### src/rtl/fetch_prefetch_queue.sv
// Fetch stage with PC ownership, single-outstanding memory handshake and a
// DEPTH-entry prefetch FIFO whose head is the IF/ID register.
//
// state | meaning
// ------+--------------------------------------------------------------
// RUN   | normal fetch: request pc while the queue has room
// DRAIN | waiting out a request abandoned by a redirect; data discarded
module fetch_prefetch_queue #(
  parameter int                ADDR_W   = 32,
  parameter int                INST_W   = 32,
  parameter int                DEPTH    = 4,
  parameter logic [ADDR_W-1:0] RESET_PC = '0
) (
  input  logic                    clock,
  input  logic                    reset,
  output logic                    memReq,
  output logic [ADDR_W-1:0]       memAddr,
  input  logic                    memAck,
  input  logic [INST_W-1:0]       memData,
  input  logic                    redirect,
  input  logic [ADDR_W-1:0]       redirectPc,
  input  logic                    decodeReady,
  output logic                    instValid,
  output logic [INST_W-1:0]       instOut,
  output logic [ADDR_W-1:0]       instPc,
  output logic [ADDR_W-1:0]       pcPlus4,
  output logic [$clog2(DEPTH):0]  count
);

  localparam int PW = $clog2(DEPTH);
  localparam int CW = PW + 1;

  typedef enum logic {RUN, DRAIN} state_t;

  state_t            state, state_next;
  logic [ADDR_W-1:0] pc;
  logic [ADDR_W-1:0] drain_addr;
  logic              pending;
  logic [PW-1:0]     rd_ptr, wr_ptr;
  logic [INST_W-1:0] inst_mem [DEPTH];
  logic [ADDR_W-1:0] pc_mem   [DEPTH];

  logic              fifo_valid;
  logic              pop;
  logic              push;
  logic              space;
  logic              req_int;
  logic [CW-1:0]     count_after_pop;
  logic [ADDR_W-1:0] head_pc;
  logic              enter_drain;

  assign fifo_valid      = (count != '0);
  assign pop             = fifo_valid && decodeReady && !redirect;
  assign count_after_pop = count - CW'(pop);
  assign space           = (count_after_pop < CW'(DEPTH));
  assign push            = (state == RUN) && req_int && memAck;
  // A request issued in an earlier cycle and still unanswered must be drained.
  assign enter_drain     = (state == RUN) && redirect && pending && !memAck;

  // State register.
  always_ff @(posedge clock or posedge reset) begin
    if (reset) state <= RUN;
    else       state <= state_next;
  end

  // Next-state logic.
  always_comb begin
    state_next = state;
    case (state)
      RUN:     if (enter_drain) state_next = DRAIN;
      DRAIN:   if (memAck)      state_next = RUN;
      default: state_next = RUN;
    endcase
  end

  // Request outputs per state.
  always_comb begin
    req_int = 1'b0;
    memAddr = pc;
    case (state)
      RUN: begin
        req_int = space && !redirect;
        memAddr = pc;
      end
      DRAIN: begin
        req_int = 1'b1;
        memAddr = drain_addr;
      end
      default: begin
        req_int = 1'b0;
        memAddr = pc;
      end
    endcase
  end

  // Reset must silence the request line immediately, even mid-transaction.
  assign memReq = req_int && !reset;

  // PC, outstanding-request tracking and drain address capture.
  always_ff @(posedge clock or posedge reset) begin
    if (reset) begin
      pc         <= RESET_PC;
      pending    <= 1'b0;
      drain_addr <= '0;
    end else begin
      if (redirect)  pc <= redirectPc & ~ADDR_W'(3);
      else if (push) pc <= pc + ADDR_W'(4);
      pending <= (state == RUN) && req_int && !memAck;
      if (enter_drain) drain_addr <= pc;
    end
  end

  // FIFO pointers and occupancy; redirect clears everything.
  always_ff @(posedge clock or posedge reset) begin
    if (reset) begin
      rd_ptr <= '0;
      wr_ptr <= '0;
      count  <= '0;
    end else if (redirect) begin
      rd_ptr <= '0;
      wr_ptr <= '0;
      count  <= '0;
    end else begin
      if (push) wr_ptr <= wr_ptr + PW'(1);
      if (pop)  rd_ptr <= rd_ptr + PW'(1);
      count <= count + CW'(push) - CW'(pop);
    end
  end

  // FIFO storage; contents are qualified by count so no reset is needed.
  always_ff @(posedge clock) begin
    if (push) begin
      inst_mem[wr_ptr] <= memData;
      pc_mem[wr_ptr]   <= pc;
    end
  end

  assign head_pc   = pc_mem[rd_ptr];
  assign instValid = fifo_valid;
  assign instOut   = fifo_valid ? inst_mem[rd_ptr] : '0;
  assign instPc    = fifo_valid ? head_pc : '0;
  assign pcPlus4   = fifo_valid ? head_pc + ADDR_W'(4) : '0;

endmodule

### config.mk
export PLATFORM = sky130hd
export DESIGN_NAME = fetch_prefetch_queue
export DESIGN_NICKNAME = d
export VERILOG_FILES = /design/src/rtl/fetch_prefetch_queue.sv
export SDC_FILE = /design/constraint.sdc
export NUM_CORES = 1
export LEC_CHECK = 0
export BUFFER_PORTS_ARGS = -buffer_cell sky130_fd_sc_hd__buf_2
export CAP_MARGIN = 5
export CORE_MARGIN = 2
export CORE_UTILIZATION = 60
export CTS_BUF_LIST = sky130_fd_sc_hd__clkbuf_16
export DETAILED_ROUTE_END_ITERATION = 8
export HOLD_SLACK_MARGIN = 0.15
export PLACE_DENSITY = 0.81
export SLEW_MARGIN = 20
export SYNTH_ARGS = -nofsm -noshare
export SYNTH_HDL_FRONTEND = slang
export SYNTH_SLANG_ARGS = --single-unit
### constraint.sdc
create_clock -name clock -period 5.65 [get_ports clock]
set_input_delay 0.565 -clock clock [delete_from_list [all_inputs] [get_ports clock]]
set_output_delay 0.565 -clock clock [all_outputs]
set_load 0.05 [all_outputs]
Yosys cells after proc, flatten, opt, wreduce, memory -nomap -nowiden

Memory sizes are Yosys's and may differ from the RTL's.
Index checks and enable logic that the tools add are counted.

Add/subtract/negate cells: 7
Multiplexer cells: 17
Order comparisons: 1
Bitwise operators: 1
Reductions and logical operators: 16

Operators by type and width:

| operator                                       | number |
|---|---|
| two-way mux 32 bit                             | 5 |
| adder 32 x 3 -> 32 bit (second input constant) | 2 |
| one-hot mux 32 bit (2 select lines)            | 1 |
| logical AND 1 bit                              | 10 |
| two-way mux 2 bit                              | 4 |
| subtractor 3 x 1 -> 3 bit                      | 2 |
| adder 2 x 1 -> 2 bit (second input constant)   | 2 |
| two-way mux 1 bit                              | 4 |
| one-hot mux 1 bit (2 select lines)             | 2 |
| nonzero test 2 bit                             | 2 |
| adder 3 x 1 -> 3 bit                           | 1 |
| zero test 1 bit                                | 3 |
| < comparator 3 bit (second input constant)     | 1 |
| two-way mux 3 bit                              | 1 |
| nonzero test 3 bit                             | 1 |
| inverter 1 bit                                 | 1 |

Register bits after elaboration: 73
Output and inout port bits: 133
Bits in writable memories: 256
Input bits: 69
Word-level logic and storage cells: 51
Memories: 2

Memory list:

| memory   | words | width | read ports | clocked after memory_dff | wr ports | RTL line | RTL |
|---|---|---|---|---|---|---|---|
| inst_mem | 4     | 32    | 1          | 0                        | 1        | 40       | `logic [INST_W-1:0] inst_mem [DEPTH];` |
| pc_mem   | 4     | 32    | 1          | 0                        | 1        | 41       | `logic [ADDR_W-1:0] pc_mem [DEPTH];` |

Longest topological paths before layout

Gate-level depths: netlist of run 1.

Depth in word-level cells: 12
Depth in mapped cells: 12
Mapped depth without buffers: 11

Worst setup path before layout of run 1

OpenSTA, ideal clock, no wires.

Kind: register to register
Start: reg count[1]
End: mem inst_mem[0][0] (enable)
Arrival: 3434 ps
Cell stages (with the launch flop): 5
Data required time: 5224 ps
Clock period less this slack: 3860 ps
Setup time: 426 ps
Path buffers: 1
Slack: 1790 ps
Path through: dfrtp_1 or3b_2 a211oi_2 clkbuf_1 and2_1

Word-level cells in the longest chain between the ends: 11

Ends and longest elaborated chain:

| what                                      | RTL line | RTL |
|---|---|---|
| start: declaration                        | 27       | `output logic [$clog2(DEPTH):0] count` |
| start signal: assignment                  | 126      | `count <= count + CW'(push) - CW'(pop);` |
| nonzero test 3 bit                        | 52       | `assign fifo_valid = (count != '0);` |
| logical AND 1 bit (2 in a row)            | 53       | `assign pop = fifo_valid && decodeReady && !redirect;` |
| subtractor 3 x 1 -> 3 bit *               | 54       | `assign count_after_pop = count - CW'(pop);` |
| < comparator 3 bit *                      | 55       | `assign space = (count_after_pop < CW'(DEPTH));` |
| logical AND 1 bit *                       | 82       | `req_int = space && !redirect;` |
| one-hot mux 1 bit (2 select lines) *      | 80       | `case (state)` |
| logical AND 1 bit * (2 in a row)          | 56       | `assign push = (state == RUN) && req_int && memAck;` |
| two-way mux 1 bit *                       | 132      | `if (push) begin` |
| two-way mux 1 bit (not written as such) * | 133      | `inst_mem[wr_ptr] <= memData;` |
| end: declaration                          | 40       |  |

Mark *: on every way between the ends. The rest lies on a longest branch, timed or not.

Worst setup path in the final report of run 1

Start: reg rd_ptr[0]
End: out pcPlus4[28]

Word-level cells in the longest chain between the ends: 3

Ends and longest elaborated chain:

| what                     | RTL line | RTL |
|---|---|---|
| start: declaration       | 39       | `logic [PW-1:0] rd_ptr, wr_ptr;` |
| start signal: assignment | 125      | `if (pop) rd_ptr <= rd_ptr + PW'(1);` |
| memory (4 x 32 bit)      | --       |  |
| adder 32 x 3 -> 32 bit   | 142      | `assign pcPlus4 = fifo_valid ? head_pc + ADDR_W'(4) : '0;` |
| two-way mux 32 bit       | 142      |  |
| end: declaration         | 26       | `output logic [ADDR_W-1:0] pcPlus4,` |

Every way passes these cells.

==> key figures, run 1 <==
Run status
  – Status: finished, final reports clean

Timing
  – Max frequency: 221.0 MHz
  – Crit path time final: 4525 ps
  – Hold slack: 228.0 ps
  – Hold Fails Final Rpt: 0
  – Total Neg Setup Slack: 0 ps
  – Worst Max-Slew Pin Slew: 989.9 ps
  – Worst Skew: 6.919 ps
  – Setup Viol. Count Final: 0
  – Final cycle utilization of the critical path: 80.08%
  – Slew Limit Fails: 0
  – RSZ-0062 raised after global routing: false
  – Worst slew margin: 33.40%

Logic synthesis
  – Top post-synthesis cells by area: edfxtp_1, dfrtp_1, mux4_2
  – Register bit total from synthesis: 317
  – Register area share after synthesis: 65.88%
  – Largest area contributor in the netlist: edfxtp_1
  – Cell area after synthesis: 13930 um2
  – Largest family of logic cells by synthesized area: multiplexers
  – Post-synthesis simple-gate area fraction: 10.07%
  – Synth Area in Adders: 0.8625%
  – Compound-Gate Fraction of Synth Area: 3.944%
  – Synth top area share: 53.48%
  – Post-synth ARST share: 21.77%
  – Post-synthesis mux area share: 15.84%
  – XOR/XNOR share of the synthesized area: 1.258%
  – EDFF count, synth: 248
  – Syn Area/Cell: 15.77 um2
  – Synth cell types: 51
  – Synth warnings: 0
  – Top FF cell, synth: edfxtp_1
  – Synth Instances: 883

Worst setup path
  – Slowest cell on the critical path: dfrtp_4
  – Data required, critical path: 5090 ps
  – Crit Path Class: flop to output pin
  – Top cell by count, worst path: or4_1
  – Reg2reg setup slack: 2260 ps
  – R2R depth: 5
  – Arr. time, crit path: 3960 ps
  – Worst reg2reg endpoint: inst_mem[1][10]
  – Critical-path maximum fanout: 25
  – Cells along the critical path: buf_4 -> mux4_1 -> nand2_1 -> or4_1 -> or4_1 -> a21oi_1 -> buf_2
  – CP Launch Type: flop
  – Reg-to-reg startpoint: count[1]
  – Critical Path Max Stage Delay: 740 ps
  – Crit end category: output pin

Placement
  – Dpl hpwl: 19.53 mm
  – Final GP Congestion: 0.8835
  – Placed cell count: 1333
  – Port bufs: 193

Drt
  – WL/cell: 22.27 um
  – DRT Pass-1 Iters: 5
  – DRC: 0
  – Vias/cell: 6.200
  – DR iter-0 viols: 768
  – Post-route ant nets: 0
  – Routed WL: 30.91 mm
  – Vias: 8606

Final layout
  – Layout cells sized above 1: 35.63%
  – Core utilization of the finished layout: 71.11%
  – Area growth, synth to finish: 15.97%
  – Non-filler instance count after layout: 1388
  – N_diodes: 0
  – NumNets Final: 1159
  – Layout fillers: 1461

Clock tree
  – CTS clk-pin slew, worst paths: 60 ps
  – H-Tree Depth: 1
  – CTS root buf: clkbuf_16
  – # hold bufs at CTS: 0
  – CTS Buf Count: 31
  – Clock buffer depth: 3
  – Post-CTS Setup Inserts: 0
  – Sink Count: 317
  – PostCTS Resize Cnt: 0
  – CTS tree: yes
  – Clock latency on the worst-skew pair: 550 ps

Power and ir drop
  – Final Power: 8.083 mW
  – Switching fraction of total power: 40.69%
  – Seq pwr share: 37.1%
  – Static Leak: 6.012 nW
  – Clk pwr share: 24.0%
  – VDD IR max: 0.0002789 V
  – Net Sw Power: 3.289 mW
  – PD cells: 500.5 nW/um2
  – Combinational Power Share: 38.8%
  – Pint: 4.795 mW

Hold path
  – Worst Hold Path EP: inst_mem[2][22]
  – Hold path start: memData[22]
  – WHS Path Cells: 1
  – Min-delay worst type: input port to flop

Floorplan
  – Top Ports: 202
  – Die footprint: 24440 um2
  – Core area: 22710 um2
  – Initial Utilization: 61.32%
  – Die span in x: 156.3 um
  – Die Ht: 156.3 um
  – Rows: 55

Global route
  – Vias in the first global route: 8423
  – GR Util All Layers: 25.75%
  – Largest net degree at the start of global routing: 70
  – Global-route wire length before repair: 47.96 mm
  – Initial antenna violation count: 0
  – GR Overflow Total: 0

Run
  – Max Cap Viol: 0
==> logic make-up (layout without fill, tap and decap cells) <==
group	after synthesis	after routing
other cells	1	6
flops	317	317
compound gates	78	78
buf+inv	64	279
xor+xnor	20	20
fa+ha+maj	9	9
mux	132	132
simple gates	262	262
==> final cells by class <==
class / instances / area (um2) / area share (%)
clock inverter: 21 / 116.4 / 0.7205
multi-input combinational: 507 / 4497 / 27.85
timing repair buffer: 211 / 1101 / 6.818
clock buffer: 34 / 850.8 / 5.268
tap: 285 / 356.6 / 2.208
inverter: 13 / 48.80 / 0.3022
sequential: 317 / 9179 / 56.84
==> per-stage QoR <==
stage | setup slack (ps) | cell area [um2]
final | 1125 | 16150
after global routing | 818.8 | 16150
after floorplan | 1790 | 13940
after CTS | 1049 | 16140
after detailed placement | 1660 | 15180
after global placement | 1670 | 15180
==> per-layer routing <==
layer | share of wire (%) | routed length (um) | GRT usage (%)
met3 | 8.8 | 2721 | 4.376
met1 | 41 | 12740 | 37.41
met5 | 0 | 0 | 0
met2 | 48 | 14810 | 41.39
met4 | 2.1 | 637 | 6.509
==> how the worst max path moves through the flow <==
stage | startpoint | end | slack (ps)
floorplan | count[1] | inst_mem[0][0] | 1790
global placement | rd_ptr[0] | pcPlus4[24] | 1670
detailed placement | rd_ptr[0] | pcPlus4[24] | 1660
CTS | rd_ptr[0] | pcPlus4[28] | 1050
global route | rd_ptr[0] | pcPlus4[24] | 820
finish | rd_ptr[0] | pcPlus4[28] | 1130
==> placed cells by master, fill, tap and decap left out, types with 9 or more instances in the layout <==
| cell | synthesis | final |
|---|---|---|
| buf_2 | 8 | 193 |
| xor2_1 | 9 | 9 |
| inv_1 | 12 | 16 |
| mux4_2 | 56 | 56 |
| buf_4 | 8 | 18 |
| and2_1 | 68 | 64 |
| nand4_1 | 16 | 16 |
| nand3_1 | 21 | 21 |
| nor4_1 | 11 | 11 |
| o21ai_0 | 26 | 26 |
| xnor2_1 | 11 | 11 |
| edfxtp_1 | 248 | 248 |
| mux2_2 | 69 | 69 |
| nor2_1 | 47 | 47 |
| clkbuf_16 | 0 | 34 |
| dfrtp_1 | 69 | 67 |
| nor3_1 | 14 | 12 |
| nand2_1 | 49 | 49 |
| a21oi_1 | 11 | 11 |
| a221o_1 | 12 | 12 |
==> registers in the layout (all words and copies together) (netlist names) <==
register and flops:
count 3, drain_addr 30, inst_mem 128, pc 30, pc_mem 120, pending 1, rd_ptr 2, state 1
wr_ptr 2
==> power by group through the flow <==
stage	registers [mW]	logic [mW]	clock network, mW
floorplan	2.95	2.50	0
CTS	3.00	3.15	1.97
finish	3.00	3.14	1.94
detailed placement	3.04	3.13	0
global route	3.04	3.31	2.06
global placement	3.02	3.09	0
==> synthesized netlist by cell type, drive strengths merged, types with 2 or more instances <==
cell type,instances
a41oi,3
a221o,12
edfxtp,248
a21bo,2
mux4,62
o311ai,8
or4b,2
or3,5
dfrtp,69
a32oi,2
and4,5
buf,24
and2,68
nor3b,4
nand2,49
inv,12
nor4,11
a31oi,3
nand4,17
xnor2,11
nor3,14
nand3,21
o31ai,3
xor2,9
ha,8
mux2,69
and3,6
nor2b,6
nor2,47
a21oi,11
o41ai,2
o21ai,26
clkbuf,27
nand2b,2
or4,4
==> critical path, delay by kind of cell (launching register included) <==
family	cells	cell delay, ps
mux	1	410
flops	1	740
simple gates	3	1300
compound gates	1	170
buf+inv	2	760
(Power assumes the default switching activity.)
==> inputs of run 2 (changes only) <==
- ABC_AREA: not set -> 1
- CORE_UTILIZATION: 60 -> 53
- PLACE_DENSITY: 0.81 -> 0.75
- clock period: 5.65 -> 3.6 ns (I/O delays scaled with it)
==> run 2 against run 1 <==
  * Core utilization fell by 6.9 points
  * Worst setup slack lost 910 ps
  * Clock skew is 13 ps higher
  * Sequential cell count did not move
  * Sequential power grew 59%
  * Count of clock-buffer cells in the layout rose by 2
  * Worst hold slack lost 59 ps
  * Routed wire length grew 29%
  * Combinational power up 130%
  * Critical path depth rose by 9
  * Non-clock buffer count grew 58
  * Global-route usage grew 0.34 points
==> key figures, run 2 <==
Run status
  – Status: finished, final reports clean

Final layout
  – Max reg flops: 128 (unchanged)
  – N_diodes: 0 (unchanged)
  – Layout fillers: 2360 (+62%)
  – Commonest non-fill, non-tap cell in the layout: nand2_1
  – Core utilization of the finished layout: 64.20% (-6.9 points)
  – Layout cells sized above 1: 16.31% (-19 points)
  – Most flops, register: inst_mem
  – Multi-input logic area: 5454 um2 (+21%)
  – Final instance area: 18480 um2 (+14%)
  – FF+latch area: 9179 um2 (unchanged)
  – Area growth, synth to finish: 19.25%
  – Top flop regs: inst_mem (128), pc_mem (120)
  – NumNets Final: 2038 (+76%)
  – Commonest non-fill, non-tap cells in the layout: nand2_1, nor2_1, edfxtp_1, buf_2, o21ai_0

Logic synthesis
  – Most frequent cell after synthesis: nand2_1
  – Register area share after synthesis: 59.21% (-6.7 points)
  – Synth cell types: 34 (-33%)
  – EDFF count, synth: 248 (unchanged)
  – Top post-synthesis cells by area: edfxtp_1, nand2_1, dfrtp_1
  – Top FF cell, synth: edfxtp_1
  – Post-synth ARST share: 21.77% (unchanged)
  – Top cells by count, synth: nand2_1, nor2_1, edfxtp_1
  – Synth warnings: 0 (unchanged)
  – Register bit total from synthesis: 317 (unchanged)
  – Cell area after synthesis: 15490 um2 (+11%)
  – Synth Instances: 1737 (+97%)
  – Synth top area share: 48.07% (-5.4 points)
  – Largest area contributor in the netlist: edfxtp_1
  – Syn Area/Cell: 8.920 um2 (-43%)

Worst setup path
  – Crit Path Class: flop to output pin
  – Crit end category: output pin
  – Top cell by count, worst path: nand2_1
  – Critical-path maximum fanout: 55 (+120%)
  – R2R depth: 15 (+10)
  – Slowest cell on the critical path: dfrtp_4
  – Data required, critical path: 3240 ps (-1850 ps)
  – Critical Path Max Stage Delay: 490 ps (-250 ps)
  – Worst reg2reg endpoint: count[2]
  – WP buf/inv: 4 (+2)
  – Reg-to-reg startpoint: count[1]
  – Reg2reg setup slack: 800 ps (-1460 ps)
  – CP Launch Type: flop
  – Critical path's top delay family: simple AND/OR/NAND/NOR gates
  – Arr. time, crit path: 3030 ps (-930 ps)
  – Cells along the critical path: buf_12 -> clkinv_16 -> buf_6 -> nand2_1 -> nand2_1 -> nand2_1 -> nand2_1 -> nand2_1 -> nor2_1 -> nand2_1 -> nor2_1 -> nand2_1 -> nand2_1 -> nand2_1 -> nor2_1 -> buf_2

Timing
  – Final cycle utilization of the critical path: 94.07%
  – Hold slack: 169.0 ps (-58.96 ps)
  – Worst slew margin: 52.11% (+19 points)
  – Worst Max-Slew Pin Slew: 717.4 ps (-272.5 ps)
  – Worst Skew: 20.20 ps (+13.28 ps)
  – Slew Limit Fails: 0 (unchanged)
  – Setup ws final: 213.5 ps (-911.9 ps)
  – Crit path time final: 3387 ps
  – Setup Viol. Count Final: 0 (unchanged)
  – Hold Fails Final Rpt: 0 (unchanged)
  – RSZ-0062 raised after global routing: false
  – Max frequency: 295.3 MHz

Power and ir drop
  – PD cells: 837.8 nW/um2 (+67%)
  – Static Leak: 7.945 nW (+32%)
  – VDD IR max: 0.0005777 V (+110%)

Placement
  – Port bufs: 193 (unchanged)
  – DP Worst Slack: 500.6 ps (-1159 ps)
  – Dpl hpwl: 25.22 mm (+29%)
  – Dpl cell area: 16720 um2 (+10%)
  – Final GP Congestion: 0.8848 (+0.15%)

Global route
  – Largest net degree at the start of global routing: 84 (+20%)
  – Initial antenna violation count: 0 (unchanged)
  – Vias in the first global route: 12270 (+46%)
  – GR Util All Layers: 26.10% (+0.34 points)
  – GR Overflow Total: 0 (unchanged)
  – Global-route wire length before repair: 63.21 mm (+32%)

Clock tree
  – CTS Buf Count: 35 (+13%)
  – H-Tree Depth: 2 (+1)
  – Clock latency on the worst-skew pair: 510 ps (-40 ps)
  – CTS clk-pin slew, worst paths: 60 ps (about the same)
  – CTS tree: yes
  – CTS root buf: clkbuf_16
  – Clock buffer depth: 3 (unchanged)
  – Sink Count: 317 (unchanged)

Drt
  – WL/cell: 16.78 um (-25%)
  – Vias: 12740 (+48%)
  – Routed WL: 39.79 mm (+29%)
  – DRC: 0 (unchanged)
  – Vias/cell: 5.372 (-13%)
  – Post-route ant nets: 0 (unchanged)
  – DR iter-0 viols: 1201 (+56%)
  – DRT Pass-1 Iters: 6 (+1)

Floorplan
  – Rows: 62 (+13%)
  – Initial Utilization: 53.83% (-7.5 points)
  – Die span in x: 175.0 um (+12%)
  – Die footprint: 30620 um2 (+25%)
  – Die Ht: 175.0 um (+12%)
  – Core area: 28780 um2 (+27%)
  – Top Ports: 202 (unchanged)

Run
  – Max Cap Viol: 0 (unchanged)

Hold path
  – Min-delay worst type: input port to flop
  – Worst Hold Path EP: pc[17]
  – Hold path start: redirectPc[17]
  – WHS Path Cells: 5 (+4)
-- run 2: cell count changes after synthesis, sizes merged, moves of 35 or more --
cell,before,now
a21oi,11,46
and2,68,0
inv,12,114
mux2,69,0
mux4,62,0
nand2,49,534
nand3,21,122
nor2,47,275
o21ai,26,168
-- run 2: where the power goes --
group | internal (mW) | leakage (nW) | switching [mW]
Clock | 2.12 | 0.585 | 1.41
Sequential | 4.43 | 3.13 | 0.331
Combinational | 1.60 | 4.23 | 5.59
-- run 2: repair_timing --
action,CTS,global route
gates resized for setup,2,13
pin swaps,0,1
buffers inserted,1,7
endpoints found under the setup margin,6,22
hold buffers,47,0
hold endpoints to repair,175,0
-- run 2: final cells by class --
cell class                 count  area share, %
timing repair buffer         269          9.474
multi-input combinational   1222          29.52
inverter                     115          2.485
tap                          384          2.600
sequential                   317          49.68
clock buffer                  36          4.876
clock inverter                28          1.368
-- run 2: worst max-delay path by stage --
stage	startpoint	to	slack (ps)	cells after the start
floorplan	count[1]	inst_mem[0][0]	-60	9
global placement	rd_ptr[0]	pcPlus4[31]	540	14
detailed placement	rd_ptr[0]	pcPlus4[26]	500	15
CTS	rd_ptr[0]	pcPlus4[27]	20	15
global route	rd_ptr[0]	pcPlus4[29]	0.2	16
finish	rd_ptr[0]	pcPlus4[29]	210	16
-- run 2: metrics by stage --
step,setup TNS [ps],instances,power (mW)
after floorplan,-14130,1742,10.17
after global placement,0,2252,11.69
after detailed placement,0,2252,11.82
after CTS,0,2364,15.42
after global routing,0,2371,16.29
final,0,2371,15.48
-- run 2: metal layers --
| metal | up-vias | routed length [um] | GRT usage, % |
|---|---|---|---|
| met4 | 0 | 926 | 7.361 |
| met2 | 498 | 19000 | 43.33 |
| met5 | - | 0 | 0 |
| met1 | 5986 | 16920 | 36.04 |
| met3 | 77 | 2934 | 3.916 |
| li1 | 6175 | - | - |
-- run 2: tightest hold or removal path: cells and delay by family --
family / cells / cell delay [ps]
AOI/OAI and AO/OA: 1 / 60
buffers and inverters: 1 / 90
and+or+nand+nor: 3 / 140
-- run 2: cell families (layout without fill, tap and decap cells) --
kind of cell / Yosys count / count (layout) / share of synthesized area (%)
xor gates and xnor gates: 21 / 21 / 1.187
DFF: 317 / 317 / 59.21
other: 1 / 6 / 0.02420
and+or+nand+nor: 968 / 968 / 25.64
adders and majority gates: 9 / 9 / 0.7753
buffers and inverters: 203 / 448 / 6.049
AOI/OAI and AO/OA: 218 / 218 / 7.115
